## src/rtl/z_core_icache_refill_ctrl_if.sv

```systemverilog
`default_nettype none
// ============================================================================
// z_core_icache_refill_ctrl_if : fetch, cache and memory bundle for the refill controller
// Revision 1.0
// ============================================================================
interface z_core_icache_refill_ctrl_if #(
   parameter int ADDR_WIDTH = 32,
   parameter int DATA_WIDTH = 32
);
   logic                  fetch_req;
   logic [ADDR_WIDTH-1:0] fetch_addr;
   logic                  fetch_kill;
   logic                  fetch_valid;
   logic [DATA_WIDTH-1:0] fetch_data;
   logic                  fetch_err;
   logic                  busy;
   logic [ADDR_WIDTH-1:0] cache_addr;
   logic                  cache_wen;
   logic [DATA_WIDTH-1:0] cache_wdata;
   logic [DATA_WIDTH-1:0] cache_rdata;
   logic                  cache_hit;
   logic                  mem_req_valid;
   logic                  mem_req_ready;
   logic [ADDR_WIDTH-1:0] mem_req_addr;
   logic                  mem_resp_valid;
   logic [DATA_WIDTH-1:0] mem_resp_data;
   logic                  mem_resp_err;
   logic [31:0]           hit_cnt;
   logic [31:0]           miss_cnt;

   // master = refill controller, slave = fetch unit / cache / memory side
   modport master (
      input  fetch_req, fetch_addr, fetch_kill, cache_rdata, cache_hit,
             mem_req_ready, mem_resp_valid, mem_resp_data, mem_resp_err,
      output fetch_valid, fetch_data, fetch_err, busy, cache_addr, cache_wen,
             cache_wdata, mem_req_valid, mem_req_addr, hit_cnt, miss_cnt
   );
   modport slave (
      output fetch_req, fetch_addr, fetch_kill, cache_rdata, cache_hit,
             mem_req_ready, mem_resp_valid, mem_resp_data, mem_resp_err,
      input  fetch_valid, fetch_data, fetch_err, busy, cache_addr, cache_wen,
             cache_wdata, mem_req_valid, mem_req_addr, hit_cnt, miss_cnt
   );
endinterface
`default_nettype wire

```

## src/rtl/z_core_icache_refill_ctrl.sv

```systemverilog
`default_nettype none
// ============================================================================
// z_core_icache_refill_ctrl : single-word instruction cache refill controller
// Revision 1.0
// ============================================================================
module z_core_icache_refill_ctrl #(
   parameter int ADDR_WIDTH = 32,
   parameter int DATA_WIDTH = 32
) (
   input  logic                         clk,
   input  logic                         rst,
   z_core_icache_refill_ctrl_if.master  bus
);
   typedef enum logic [1:0] {
      IDLE = 2'd0,
      REQ  = 2'd1,
      WAIT = 2'd2,
      FILL = 2'd3
   } state_t;

   state_t                r_state;
   state_t                w_state_nx;
   logic [ADDR_WIDTH-1:0] r_miss_addr;
   logic [DATA_WIDTH-1:0] r_fill_data;
   logic                  r_killed;
   logic                  r_err;
   logic [31:0]           r_hit_cnt;
   logic [31:0]           r_miss_cnt;
   logic                  w_hit_inc;
   logic                  w_miss_inc;
   logic                  w_kill_set;
   logic                  w_err_set;
   logic                  w_data_load;

   always_ff @(posedge clk) begin
      if (rst) begin
         r_state     <= IDLE;
         r_miss_addr <= '0;
         r_fill_data <= '0;
         r_killed    <= 1'b0;
         r_err       <= 1'b0;
         r_hit_cnt   <= '0;
         r_miss_cnt  <= '0;
      end else begin
         r_state <= w_state_nx;
         r_err   <= w_err_set;
         if (w_miss_inc) begin
            r_miss_addr <= bus.fetch_addr;
            r_killed    <= 1'b0;
         end else if (w_kill_set) begin
            r_killed <= 1'b1;
         end
         if (w_data_load) begin
            r_fill_data <= bus.mem_resp_data;
         end
         r_hit_cnt  <= r_hit_cnt + {31'd0, w_hit_inc};
         r_miss_cnt <= r_miss_cnt + {31'd0, w_miss_inc};
      end
   end

   always_comb begin
      w_state_nx        = r_state;
      w_hit_inc         = 1'b0;
      w_miss_inc        = 1'b0;
      w_kill_set        = 1'b0;
      w_err_set         = 1'b0;
      w_data_load       = 1'b0;
      bus.fetch_valid   = 1'b0;
      bus.fetch_data    = r_fill_data;
      bus.cache_addr    = r_miss_addr;
      bus.cache_wen     = 1'b0;
      bus.mem_req_valid = 1'b0;
      case (r_state)
         IDLE: begin
            bus.cache_addr = bus.fetch_addr;
            // rst gates the lookup so no hit can leak out while reset is held
            if (bus.fetch_req && !bus.fetch_kill && !rst) begin
               if (bus.cache_hit) begin
                  bus.fetch_valid = 1'b1;
                  bus.fetch_data  = bus.cache_rdata;
                  w_hit_inc       = 1'b1;
               end else begin
                  w_miss_inc = 1'b1;
                  w_state_nx = REQ;
               end
            end
         end
         REQ: begin
            bus.mem_req_valid = 1'b1;
            w_kill_set        = bus.fetch_kill;
            if (bus.mem_req_ready) begin
               w_state_nx = WAIT;
            end
         end
         WAIT: begin
            w_kill_set = bus.fetch_kill;
            if (bus.mem_resp_valid) begin
               if (bus.mem_resp_err) begin
                  w_err_set  = !(r_killed || bus.fetch_kill);
                  w_state_nx = IDLE;
               end else begin
                  w_data_load = 1'b1;
                  w_state_nx  = FILL;
               end
            end
         end
         FILL: begin
            // the line is written even when the fetch was redirected
            w_kill_set      = bus.fetch_kill;
            bus.cache_wen   = 1'b1;
            bus.fetch_valid = !(r_killed || bus.fetch_kill);
            w_state_nx      = IDLE;
         end
         default: begin
            w_state_nx = IDLE;
         end
      endcase
   end

   assign bus.cache_wdata  = r_fill_data;
   assign bus.mem_req_addr = r_miss_addr;
   assign bus.fetch_err    = r_err;
   assign bus.busy         = (r_state != IDLE);
   assign bus.hit_cnt      = r_hit_cnt;
   assign bus.miss_cnt     = r_miss_cnt;

endmodule
`default_nettype wire

```

## src/flat_wrapper.sv

```systemverilog
// flat-port wrapper written by rule: the top's interface ports become plain ports
module z_core_icache_refill_ctrl_flat 
#(
   parameter int ADDR_WIDTH = 32,
   parameter int DATA_WIDTH = 32
)
  (clk, rst, bus_fetch_req, bus_fetch_addr, bus_fetch_kill, bus_cache_rdata, bus_cache_hit, bus_mem_req_ready, bus_mem_resp_valid, bus_mem_resp_data, bus_mem_resp_err, bus_fetch_valid, bus_fetch_data, bus_fetch_err, bus_busy, bus_cache_addr, bus_cache_wen, bus_cache_wdata, bus_mem_req_valid, bus_mem_req_addr, bus_hit_cnt, bus_miss_cnt);
  z_core_icache_refill_ctrl_if #(.ADDR_WIDTH(ADDR_WIDTH), .DATA_WIDTH(DATA_WIDTH)) bus_i ();
  input  logic clk;
  input  logic rst;
  input wire logic [$bits(bus_i.fetch_req)-1:0] bus_fetch_req;
  input wire logic [$bits(bus_i.fetch_addr)-1:0] bus_fetch_addr;
  input wire logic [$bits(bus_i.fetch_kill)-1:0] bus_fetch_kill;
  input wire logic [$bits(bus_i.cache_rdata)-1:0] bus_cache_rdata;
  input wire logic [$bits(bus_i.cache_hit)-1:0] bus_cache_hit;
  input wire logic [$bits(bus_i.mem_req_ready)-1:0] bus_mem_req_ready;
  input wire logic [$bits(bus_i.mem_resp_valid)-1:0] bus_mem_resp_valid;
  input wire logic [$bits(bus_i.mem_resp_data)-1:0] bus_mem_resp_data;
  input wire logic [$bits(bus_i.mem_resp_err)-1:0] bus_mem_resp_err;
  output wire logic [$bits(bus_i.fetch_valid)-1:0] bus_fetch_valid;
  output wire logic [$bits(bus_i.fetch_data)-1:0] bus_fetch_data;
  output wire logic [$bits(bus_i.fetch_err)-1:0] bus_fetch_err;
  output wire logic [$bits(bus_i.busy)-1:0] bus_busy;
  output wire logic [$bits(bus_i.cache_addr)-1:0] bus_cache_addr;
  output wire logic [$bits(bus_i.cache_wen)-1:0] bus_cache_wen;
  output wire logic [$bits(bus_i.cache_wdata)-1:0] bus_cache_wdata;
  output wire logic [$bits(bus_i.mem_req_valid)-1:0] bus_mem_req_valid;
  output wire logic [$bits(bus_i.mem_req_addr)-1:0] bus_mem_req_addr;
  output wire logic [$bits(bus_i.hit_cnt)-1:0] bus_hit_cnt;
  output wire logic [$bits(bus_i.miss_cnt)-1:0] bus_miss_cnt;
  assign bus_i.fetch_req = bus_fetch_req;
  assign bus_i.fetch_addr = bus_fetch_addr;
  assign bus_i.fetch_kill = bus_fetch_kill;
  assign bus_i.cache_rdata = bus_cache_rdata;
  assign bus_i.cache_hit = bus_cache_hit;
  assign bus_i.mem_req_ready = bus_mem_req_ready;
  assign bus_i.mem_resp_valid = bus_mem_resp_valid;
  assign bus_i.mem_resp_data = bus_mem_resp_data;
  assign bus_i.mem_resp_err = bus_mem_resp_err;
  assign bus_fetch_valid = bus_i.fetch_valid;
  assign bus_fetch_data = bus_i.fetch_data;
  assign bus_fetch_err = bus_i.fetch_err;
  assign bus_busy = bus_i.busy;
  assign bus_cache_addr = bus_i.cache_addr;
  assign bus_cache_wen = bus_i.cache_wen;
  assign bus_cache_wdata = bus_i.cache_wdata;
  assign bus_mem_req_valid = bus_i.mem_req_valid;
  assign bus_mem_req_addr = bus_i.mem_req_addr;
  assign bus_hit_cnt = bus_i.hit_cnt;
  assign bus_miss_cnt = bus_i.miss_cnt;
  z_core_icache_refill_ctrl #(.ADDR_WIDTH(ADDR_WIDTH), .DATA_WIDTH(DATA_WIDTH)) u_core (.clk(clk), .rst(rst), .bus(bus_i));
endmodule
```

## config.mk

```make
export PLATFORM = sky130hd
export DESIGN_NAME = z_core_icache_refill_ctrl_flat
export DESIGN_NICKNAME = d
export VERILOG_FILES = /design/src/rtl/z_core_icache_refill_ctrl_if.sv /design/src/rtl/z_core_icache_refill_ctrl.sv /design/src/flat_wrapper.sv
export SDC_FILE = /design/constraint.sdc
export NUM_CORES = 1
export LEC_CHECK = 0
export ABC_CLOCK_PERIOD_IN_PS = 3150
export BUFFER_PORTS_ARGS = -buffer_cell sky130_fd_sc_hd__buf_4
export CORE_ASPECT_RATIO = 0.8
export CORE_UTILIZATION = 43
export CTS_BUF_LIST = sky130_fd_sc_hd__clkbuf_8
export CTS_CLUSTER_SIZE = 30
export DETAILED_ROUTE_END_ITERATION = 10
export GPL_ROUTABILITY_DRIVEN = 0
export GPL_TIMING_DRIVEN = 0
export HOLD_SLACK_MARGIN = 0.06
export PLACE_DENSITY = 0.87
export REMOVE_ABC_BUFFERS = 1
export SLEW_MARGIN = 20
export SYNTH_ARGS = -nofsm -noshare
export SYNTH_HDL_FRONTEND = slang
export SYNTH_SLANG_ARGS = --single-unit
```

## constraint.sdc

```tcl
create_clock -name clk -period 3.15 [get_ports clk]
set_input_delay 0 -clock clk [delete_from_list [all_inputs] [get_ports clk]]
set_output_delay 0 -clock clk [all_outputs]
set_load 0.01 [all_outputs]
```

# Word-level counts from Yosys, hierarchy flattened
# Index checks and enable logic that the tools add are counted.
# totals
out_inout_bits	197
regBits	132
wordCells	54
in_bits	104
# op_classes
bitwise	3
muxes	23
n_reduce_logical	12
add_sub_neg	2
eq_ne	7
# ops
cell	count
2-to-1 mux 32 bit	4
adder 32 x 1 -> 32 bit	2
2-to-1 mux 1 bit	12
2-to-1 mux 2 bit	5
case mux 2 bit (4 select lines)	1
!= test 2 bit (second input constant)	3
== test 2 bit (second input constant)	2
AND reduction 4 bit	1
OR reduction 4 bit	1
logical NOT 1 bit	3
inverter 1 bit	3
OR reduction 3 bit	1
== test 2 x 1 -> 1 bit (second input constant)	1
logical AND 1 bit	2
logical NOT 2 bit	1
!= test 2 x 1 -> 1 bit (second input constant)	1
case mux 1 bit (2 select lines)	1
nonzero test 2 bit	1
OR reduction 2 bit	1
logical OR 1 bit	1

# Longest topological paths before layout
# Gate-level depths: netlist of run 1.
# logic_depth
depth_word	6
ltp_mapped	14
depth_no_buf	10

# Worst setup path before layout of run 1
# No wires, ideal clock.
# synth_timing
path_kind	flip-flop to flip-flop
start	reg u_core.r_state[0]
end	reg u_core.r_hit_cnt[30] (netlist: u_core.bus.hit_cnt[30])
period_less_slack_ns	3.101
t_arrival_ns	3.030
stages_incl_launch_ff	15
t_required_ns	3.080
path_slack_ns	0.049
setup_time_ns	0.070
path_buffers	4
cell_sequence	dfxtp_1 -> inv_1 -> ha_1 -> clkbuf_1 -> nand4_1 -> clkbuf_1 -> inv_1 -> ha_1 -> ha_1 -> nand4_1 -> or3_1 -> buf_2 -> buf_6 -> or4_1 -> a21oi_1
# synth_via
elab_chain_cells	3
# synth_lines
item	line	rtl
start, declared	z_core_icache_refill_ctrl.sv:21	state_t r_state;
start signal, assigned	z_core_icache_refill_ctrl.sv:45	r_state <= w_state_nx;
logical NOT 2 bit	z_core_icache_refill_ctrl.sv:73	case (r_state)
2-to-1 mux 1 bit	z_core_icache_refill_ctrl.sv:73	
adder 32 x 1 -> 32 bit	z_core_icache_refill_ctrl.sv:56	r_hit_cnt <= r_hit_cnt + {31'd0, w_hit_inc};
end signal, assigned	z_core_icache_refill_ctrl.sv:56	
end, declared	z_core_icache_refill_ctrl.sv:27	logic [31:0] r_hit_cnt;
# No other way between the ends.
# A chain may end at the register's enable or synchronous reset.

# Final worst setup path of run 1
# layout_timing
start	in rst
end	reg u_core.r_miss_cnt[26] (netlist: u_core.bus.miss_cnt[26])
# layout_via
elab_chain_cells	5
# layout_lines
item	line	rtl
start, declared	flat_wrapper.sv:10	input logic rst;
logical NOT 1 bit	z_core_icache_refill_ctrl.sv:77	if (bus.fetch_req && !bus.fetch_kill && !rst) begin
logical AND 1 bit	z_core_icache_refill_ctrl.sv:77	
2-to-1 mux 1 bit	z_core_icache_refill_ctrl.sv:77	
2-to-1 mux 1 bit	z_core_icache_refill_ctrl.sv:73	
net u_core.w_miss_inc	z_core_icache_refill_ctrl.sv:30	logic w_miss_inc;
adder 32 x 1 -> 32 bit	z_core_icache_refill_ctrl.sv:57	r_miss_cnt <= r_miss_cnt + {31'd0, w_miss_inc};
end signal, assigned	z_core_icache_refill_ctrl.sv:57	
end, declared	z_core_icache_refill_ctrl.sv:28	logic [31:0] r_miss_cnt;
# The timed path passes the listed nets, and every way through them passes these cells.

==> run metrics, run 1 <==
Max Slew Vio Count=0; Die X=approximately 140 um; hold_sp=bus_fetch_req; #FFs+latches synth=132; Mapped Area=6150 sq um; crit start category=input port; All-Layer GR Usage=0.262; Post-synth top flop=dfxtp_1; outcome=finished clean; HP Class=in2reg; max frequency=339 MHz; worst skew pair latency=about 0.45 ns; clock buffer depth=2; Setup TNS Final=0 ns; XOR/XNOR Fraction of Synth Area=0.0285; register area share after synthesis=0.430; DRC=0; RSZ-0062 raised after global routing=false; Port Buffers=300; ratio of cells with drive above 1 in the final layout=0.392; Mapped Cells=just under 700; fin nets=1141; drt pass-1 iters=5; CP startpoint=rst; initial antenna violation count=0; synth warn=0; busiest grt layer=met2; Initial DRC Count=498; syn avg cell area=9.10 sq um; Post-synth EDFFs=0; vias in the first global route=6057; Layout Utilization=0.705; full die area=14800 sq um; met2 GRT Util=0.461; Fin. Hold Viols=0; skew final=0.0119 ns; max cap viols=0; post-synth top area share=0.430; initial core utilization=0.447; CP required=3.48 ns; routed wire length=between 20 and 25 mm; Synth Area in Simple Gates=0.200; TritonCTS clock tree=done; PwrDens=471 nW/um^2; Worst Setup End Kind=register; Yosys cell types=36; Clock Sink Count=132; Final setup viols=0; Ports=301; arrival time of the worst setup path=3.29 ns; via count=6724; Synth Area in Compound Gates=0.156; Leak=4.12 nW; HPWL Detailed=roughly 13 mm; largest net degree at the start of global routing=roughly 110; Slew @ Worst Pin=1.08 ns; IR drop worst, VDD=0.424 mV; global-route wire length before repair=30.1 mm; multiplexer share of the synthesized area=0.123; Final ANT Viol Nets=0; largest family of logic cells by synthesized area=simple AND/OR/NAND/NOR gates; largest area contributor in the netlist=dfxtp_1; most common cell in the synthesized netlist=dfxtp_1; Vias per Instance=~5.5; Final Critical Period=2.95 ns; crit-path max FO=63; antenna cells=0; Rel. slew slack=0.280; global-route met1 utilization=0.296; Routed WL per cell=17.0 um; clock-pin slew on the worst setup and hold paths=roughly 0.070 ns; R2R Path Start=u_core.r_state[0]$_SDFFE_PP0P_; num rows=38; CTS Buf Count=17; # H-tree levels=4; met3 Use GR=0.0772; top cells by count, synth=dfxtp_1, nand2_1, a21oi_1; async set-reset flop share out of synthesis=0; fin crit share=0.937; Adder-Cell Fraction of Synth Area=0.0204; CORE AREA=13700 sq um; Root Driver=clkbuf_8; die height=109 um; total grt overflow=0; Area Growth Syn to Fin=57.5%; Crit Path Category=in2reg; Area contributors post-synth=dfxtp_1, mux2_2, a21oi_1, nand2_1, a32o_1
==> power by group <==
part | total [mW] | internal, mW | leakage (nW) | switching (mW)
Combinational | 1.40 | 0.771 | 2.84 | 0.633
Clock | 1.40 | 0.771 | 0.210 | 0.627
Sequential | 1.76 | 1.72 | 1.07 | 0.0437
==> per-layer routing <==
| metal | part of all wire | wire (um) | vias up |
|---|---|---|---|
| met5 | 0 | 0 | - |
| met4 | 0.025 | 511 | 0 |
| met3 | 0.080 | 1650 | 41 |
| met2 | 0.51 | 10600 | 290 |
| met1 | 0.38 | 7950 | 3195 |
| li1 | - | - | 3198 |
==> path summary, 6_finish.rpt <==
kind | to | slack [ns] | cells past startpoint
max | u_core.bus.miss_cnt[26]$_SDFF_PP0_ | 0.20 | 11
min | u_core.r_killed$_SDFFE_PP0P_ | 0.11 | 3
max reg2reg | u_core.bus.miss_cnt[26]$_SDFF_PP0_ | 0.24 | 9
min reg2reg | u_core.bus.cache_wdata[9]$_SDFFE_PP0P_ | 0.48 | 2
==> flip-flops by register name, indices dropped and copies added, names as in the netlist <==
| name | cells |
|---|---|
| u_core.bus.miss_cnt | 32 |
| u_core.bus.cache_wdata | 32 |
| u_core.bus.mem_req_addr | 32 |
| u_core.bus.fetch_err | 1 |
| u_core.bus.hit_cnt | 32 |
| u_core.r_killed | 1 |
| u_core.r_state | 2 |
==> cells in the final DEF, fill, tap and decap left out, drive strengths merged, types with 2 or more instances in the layout <==
master	netlist	routed
a211oi	2	2
a21oi	72	72
a32o	32	32
and2	6	6
and3	6	6
and4	6	6
buf	9	308
bufinv	0	3
clkbuf	40	18
clkinv	0	3
dfxtp	132	132
dlygate4sd3	0	73
ha	10	10
inv	15	20
mux2	67	67
nand2	88	88
nand3	19	19
nand4	20	20
nor2	30	30
nor2b	8	8
nor3	3	3
nor4	7	7
o21ai	12	12
o31ai	24	24
or3	13	13
or4	28	28
xnor2	9	9
xor2	11	11
==> layout make-up <==
cell class | count | area [sq um]
inverters | 15 | 56.3
clock buffers | 18 | 248
fillers | 996 | 4060
well taps | 180 | 225
flip-flops and latches | 132 | 2640
clock inverters | 11 | 124
multi-input cells | 480 | 3280
repair buffers | 381 | 3100
==> what timing repair did <==
item                                   in CTS  in global routing
resized for setup                           2                  0
setup endpoints to repair                  43                 14
endpoints found under the hold margin      68                 20
pin swaps                                   1                  0
buffers inserted                            3                  2
hold buffers                               70                  3
==> critical path, cell delays in order <==
cell,delay [ns]
dlygate4sd3_1,0.55
buf_4,0.20
buf_16,0.22
nor2_1,0.18
and4b_1,0.36
ha_1,0.27
ha_1,0.19
and2_1,0.28
nand2_2,0.25
nor4_1,0.36
mux2_2,0.37
==> metrics by stage <==
stage,power [mW],hold slack [ns],instances,instance area (sq um),setup WS (ns)
detailed placement,2.95,0.250,1109,8470,-0.834
global placement,2.93,0.245,1107,8420,-3.65
CTS,4.53,0.0953,1211,9610,0.0600
floorplan,2.39,0.0691,627,5950,-2.28
global route,4.74,0.131,1217,9680,0.0314
finish,4.56,0.105,1217,9680,0.199
==> logic make-up (layout without fill, tap and decap cells) <==
group	after synthesis	after routing
and+or+nand+nor	238	238
AOI/OAI and AO/OA	145	145
DFF	132	132
muxes	67	67
buffers and inverters	64	425
xor gates and xnor gates	20	20
adders and majority gates	10	10
No activity file was read; power rests on OpenSTA's default activity.
==> run 2: changes to the inputs <==
==> constraint.sdc (replaced) <==
create_clock -name clk -period 3.15 [get_ports clk]
set_input_delay 0.315 -clock clk [delete_from_list [all_inputs] [get_ports clk]]
set_output_delay 0.315 -clock clk [all_outputs]
set_load 0.01 [all_outputs]
==> run 2 against run 1 <==
Compared with the run above:
- critical path depth decreased by 2
- non-clock buffer count decreased by 73
- highest routed layer unchanged
- design area decreased by 7.6%
- critical path type is now reg2reg
- register-to-register slack about the same
- combinational power decreased by 8%
- wire length decreased by 10%
- die area unchanged
- global-route usage decreased by 2.4 points
- clock-buffer cell count unchanged
- via count decreased by 6.1%
- first-iteration DRC count decreased by 9.2%
- clock skew increased by 0.0023 ns
==> run metrics, run 2 (synthesis results as in run 1) <==
die height=109 um (unchanged); Comb pwr share=0.290 (-0.018); Initial DRC Count=452 (-9.2%); Routed WL per cell=16.3 um (-4.3%); Root Driver=clkbuf_8; DP Area=8470 sq um (unchanged); detailed-routing wirelength on met1=7.26 mm (-8.7%); Die X=136 um (unchanged); arrival time of the worst setup path=3.26 ns (-0.03 ns); fin nets=1068 (-6.4%); initial antenna violation count=0 (unchanged); outcome=finished clean; Sw Pwr=1.25 mW (-4.0%); crit start category=register; routed wire length=18.6 mm (-10%); IR drop worst, VDD=0.443 mV (+4.4%); Area Growth Syn to Fin=45.5%; non-filler cells in the finished layout=1144 (-6.0%); Clock Power Share=0.313 (+0.007); most common cell after layout, fill and taps aside=buf_4; full die area=14800 sq um (unchanged); Fin. Hold Viols=0 (unchanged); WL met2=9.50 mm (-10%); Flop pwr share=0.396 (+0.010); HPWL Detailed=13.3 mm (unchanged); num rows=38 (unchanged); ratio of cells with drive above 1 in the final layout=0.422 (+0.0297); vias in the first global route=5529 (-8.7%); Port Buffers=300 (unchanged); initial core utilization=0.447 (unchanged); antenna cells=0 (unchanged); R2R Path Start=u_core.r_state[0]$_SDFFE_PP0P_; HP Class=in2reg; fin crit share=0.928 (-0.00896); Leak=3.81 nW (-7.5%); All-Layer GR Usage=0.238 (-0.0241); Rel. slew slack=0.310 (+0.0292); worst r2r dst=u_core.bus.miss_cnt[26]$_SDFF_PP0_; Worst Reg-to-Reg Cells=9 (unchanged); R2R Setup Slk=0.23 ns (about the same); TritonCTS clock tree=done; Worst Setup End Kind=register; Max Slew Vio Count=0 (unchanged); max frequency=342 MHz (+0.97%); Final ANT Viol Nets=0 (unchanged); Final Critical Period=2.92 ns (-0.0282 ns); Slew @ Worst Pin=1.03 ns (-0.0437 ns); global-route wire length before repair=27.3 mm (-9.1%); clock-pin slew on the worst setup and hold paths=0.07 ns (about the same); worst skew pair latency=0.45 ns (about the same); skew final=0.0142 ns (+0.00232 ns); cts hold-fix bufs=0 (-100%); # H-tree levels=4 (unchanged); DRC=0 (unchanged); RSZ-0062 raised after global routing=false; Ports=301 (unchanged); cell area after layout=8940 sq um (-7.6%); area occupied by multi-input gates=3280 sq um (unchanged); dpl ws=-0.834 ns (unchanged); max cap viols=0 (unchanged); Final setup viols=0 (unchanged); drt pass-1 iters=5 (unchanged); placed cells=1109 (unchanged); Sw Share=0.282 (-0.00381); Max Used Layer=met4; total grt overflow=0 (unchanged); via count=6316 (-6.1%); Fill cells=1123 (+13%); most frequent cells in the layout=buf_4, dfxtp_1, nand2_1; PwrDens=496 nW/um^2 (+5.3%); Crit Path Category=reg2reg; CP required=3.48 ns (about the same); CP startpoint=u_core.r_state[0]$_SDFFE_PP0P_; Clock Sink Count=132 (unchanged); internal power=3.19 mW (-2.2%); final setup margin=0.228 ns (+0.0282 ns); CTS Buf Count=17 (unchanged); Met3 Wirelength=1.59 mm (-3.6%); crit-path max FO=17 (-73%); clock buffer depth=2 (unchanged); Sequential Area=2640 sq um (unchanged); Vias per Instance=5.52 (about the same); CORE AREA=13700 sq um (unchanged); worst setup path endpoint=u_core.bus.miss_cnt[26]$_SDFF_PP0_; largest net degree at the start of global routing=107 (unchanged)
run 2: power by group through the flow:
stage / Combinational, mW / Sequential (mW) / Clock (mW)
floorplan: 0.592 / 1.80 / 0
global placement: 1.14 / 1.79 / 0
detailed placement: 1.15 / 1.79 / 0
CTS: 1.27 / 1.76 / 1.42
global route: 1.37 / 1.76 / 1.49
finish: 1.29 / 1.76 / 1.39
run 2: what timing repair did:
item / CTS / global route
pin swaps: 1 / 0
resized for setup: 2 / 0
endpoints found under the hold margin: 0 / 0
setup endpoints to repair: 62 / 16
setup buffers: 3 / 2
run 2: metrics by stage:
step,hold slack [ns],utilization,power [mW],setup TNS [ns]
CTS,0.0902,0.648,4.45,0
global placement,0.455,0.613,2.93,-244.29
finish,0.109,0.651,4.44,0
floorplan,0.384,-,2.39,-102.63
global route,0.0909,0.651,4.63,0
detailed placement,0.462,0.617,2.95,-13.62
run 2: worst max-delay path: stages, from the launching register on:
cell	delay, ns
dfxtp_1	0.36
inv_1	0.15
ha_4	0.21
and4b_1	0.36
ha_1	0.27
ha_1	0.19
and2_1	0.29
nand2_2	0.25
nor4_1	0.36
mux2_2	0.37
run 2: metal layers:
metal	up-vias	GRT usage
met2	256	0.423
met4	0	0.0787
li1	3052	-
met1	2983	0.270
met3	25	0.0735
met5	-	0
run 2: area by class of cell:
class                   instances  share of cell area
clock buffers                  18              0.0277
multi-input cells             480               0.367
clock inverters                11              0.0138
repair buffers                308               0.264
well taps                     180              0.0252
inverters                      15             0.00629
flip-flops and latches        132               0.295
run 2: worst min-delay path by stage:
stage,start,to,slack (ns),depth (start not counted)
3_5_place_dp,u_core.bus.cache_wdata[21]$_SDFFE_PP0P_,u_core.bus.cache_wdata[21]$_SDFFE_PP0P_,0.46,2
5_1_grt,bus_fetch_addr[31],u_core.bus.mem_req_addr[31]$_SDFFE_PP0P_,0.09,2
6_report,bus_mem_resp_data[9],u_core.bus.cache_wdata[9]$_SDFFE_PP0P_,0.11,3
3_3_place_gp,u_core.bus.cache_wdata[3]$_SDFFE_PP0P_,u_core.bus.cache_wdata[3]$_SDFFE_PP0P_,0.46,2
4_1_cts,bus_mem_resp_data[9],u_core.bus.cache_wdata[9]$_SDFFE_PP0P_,0.09,3
2_1_floorplan,rst,u_core.bus.cache_wdata[0]$_SDFFE_PP0P_,0.38,1
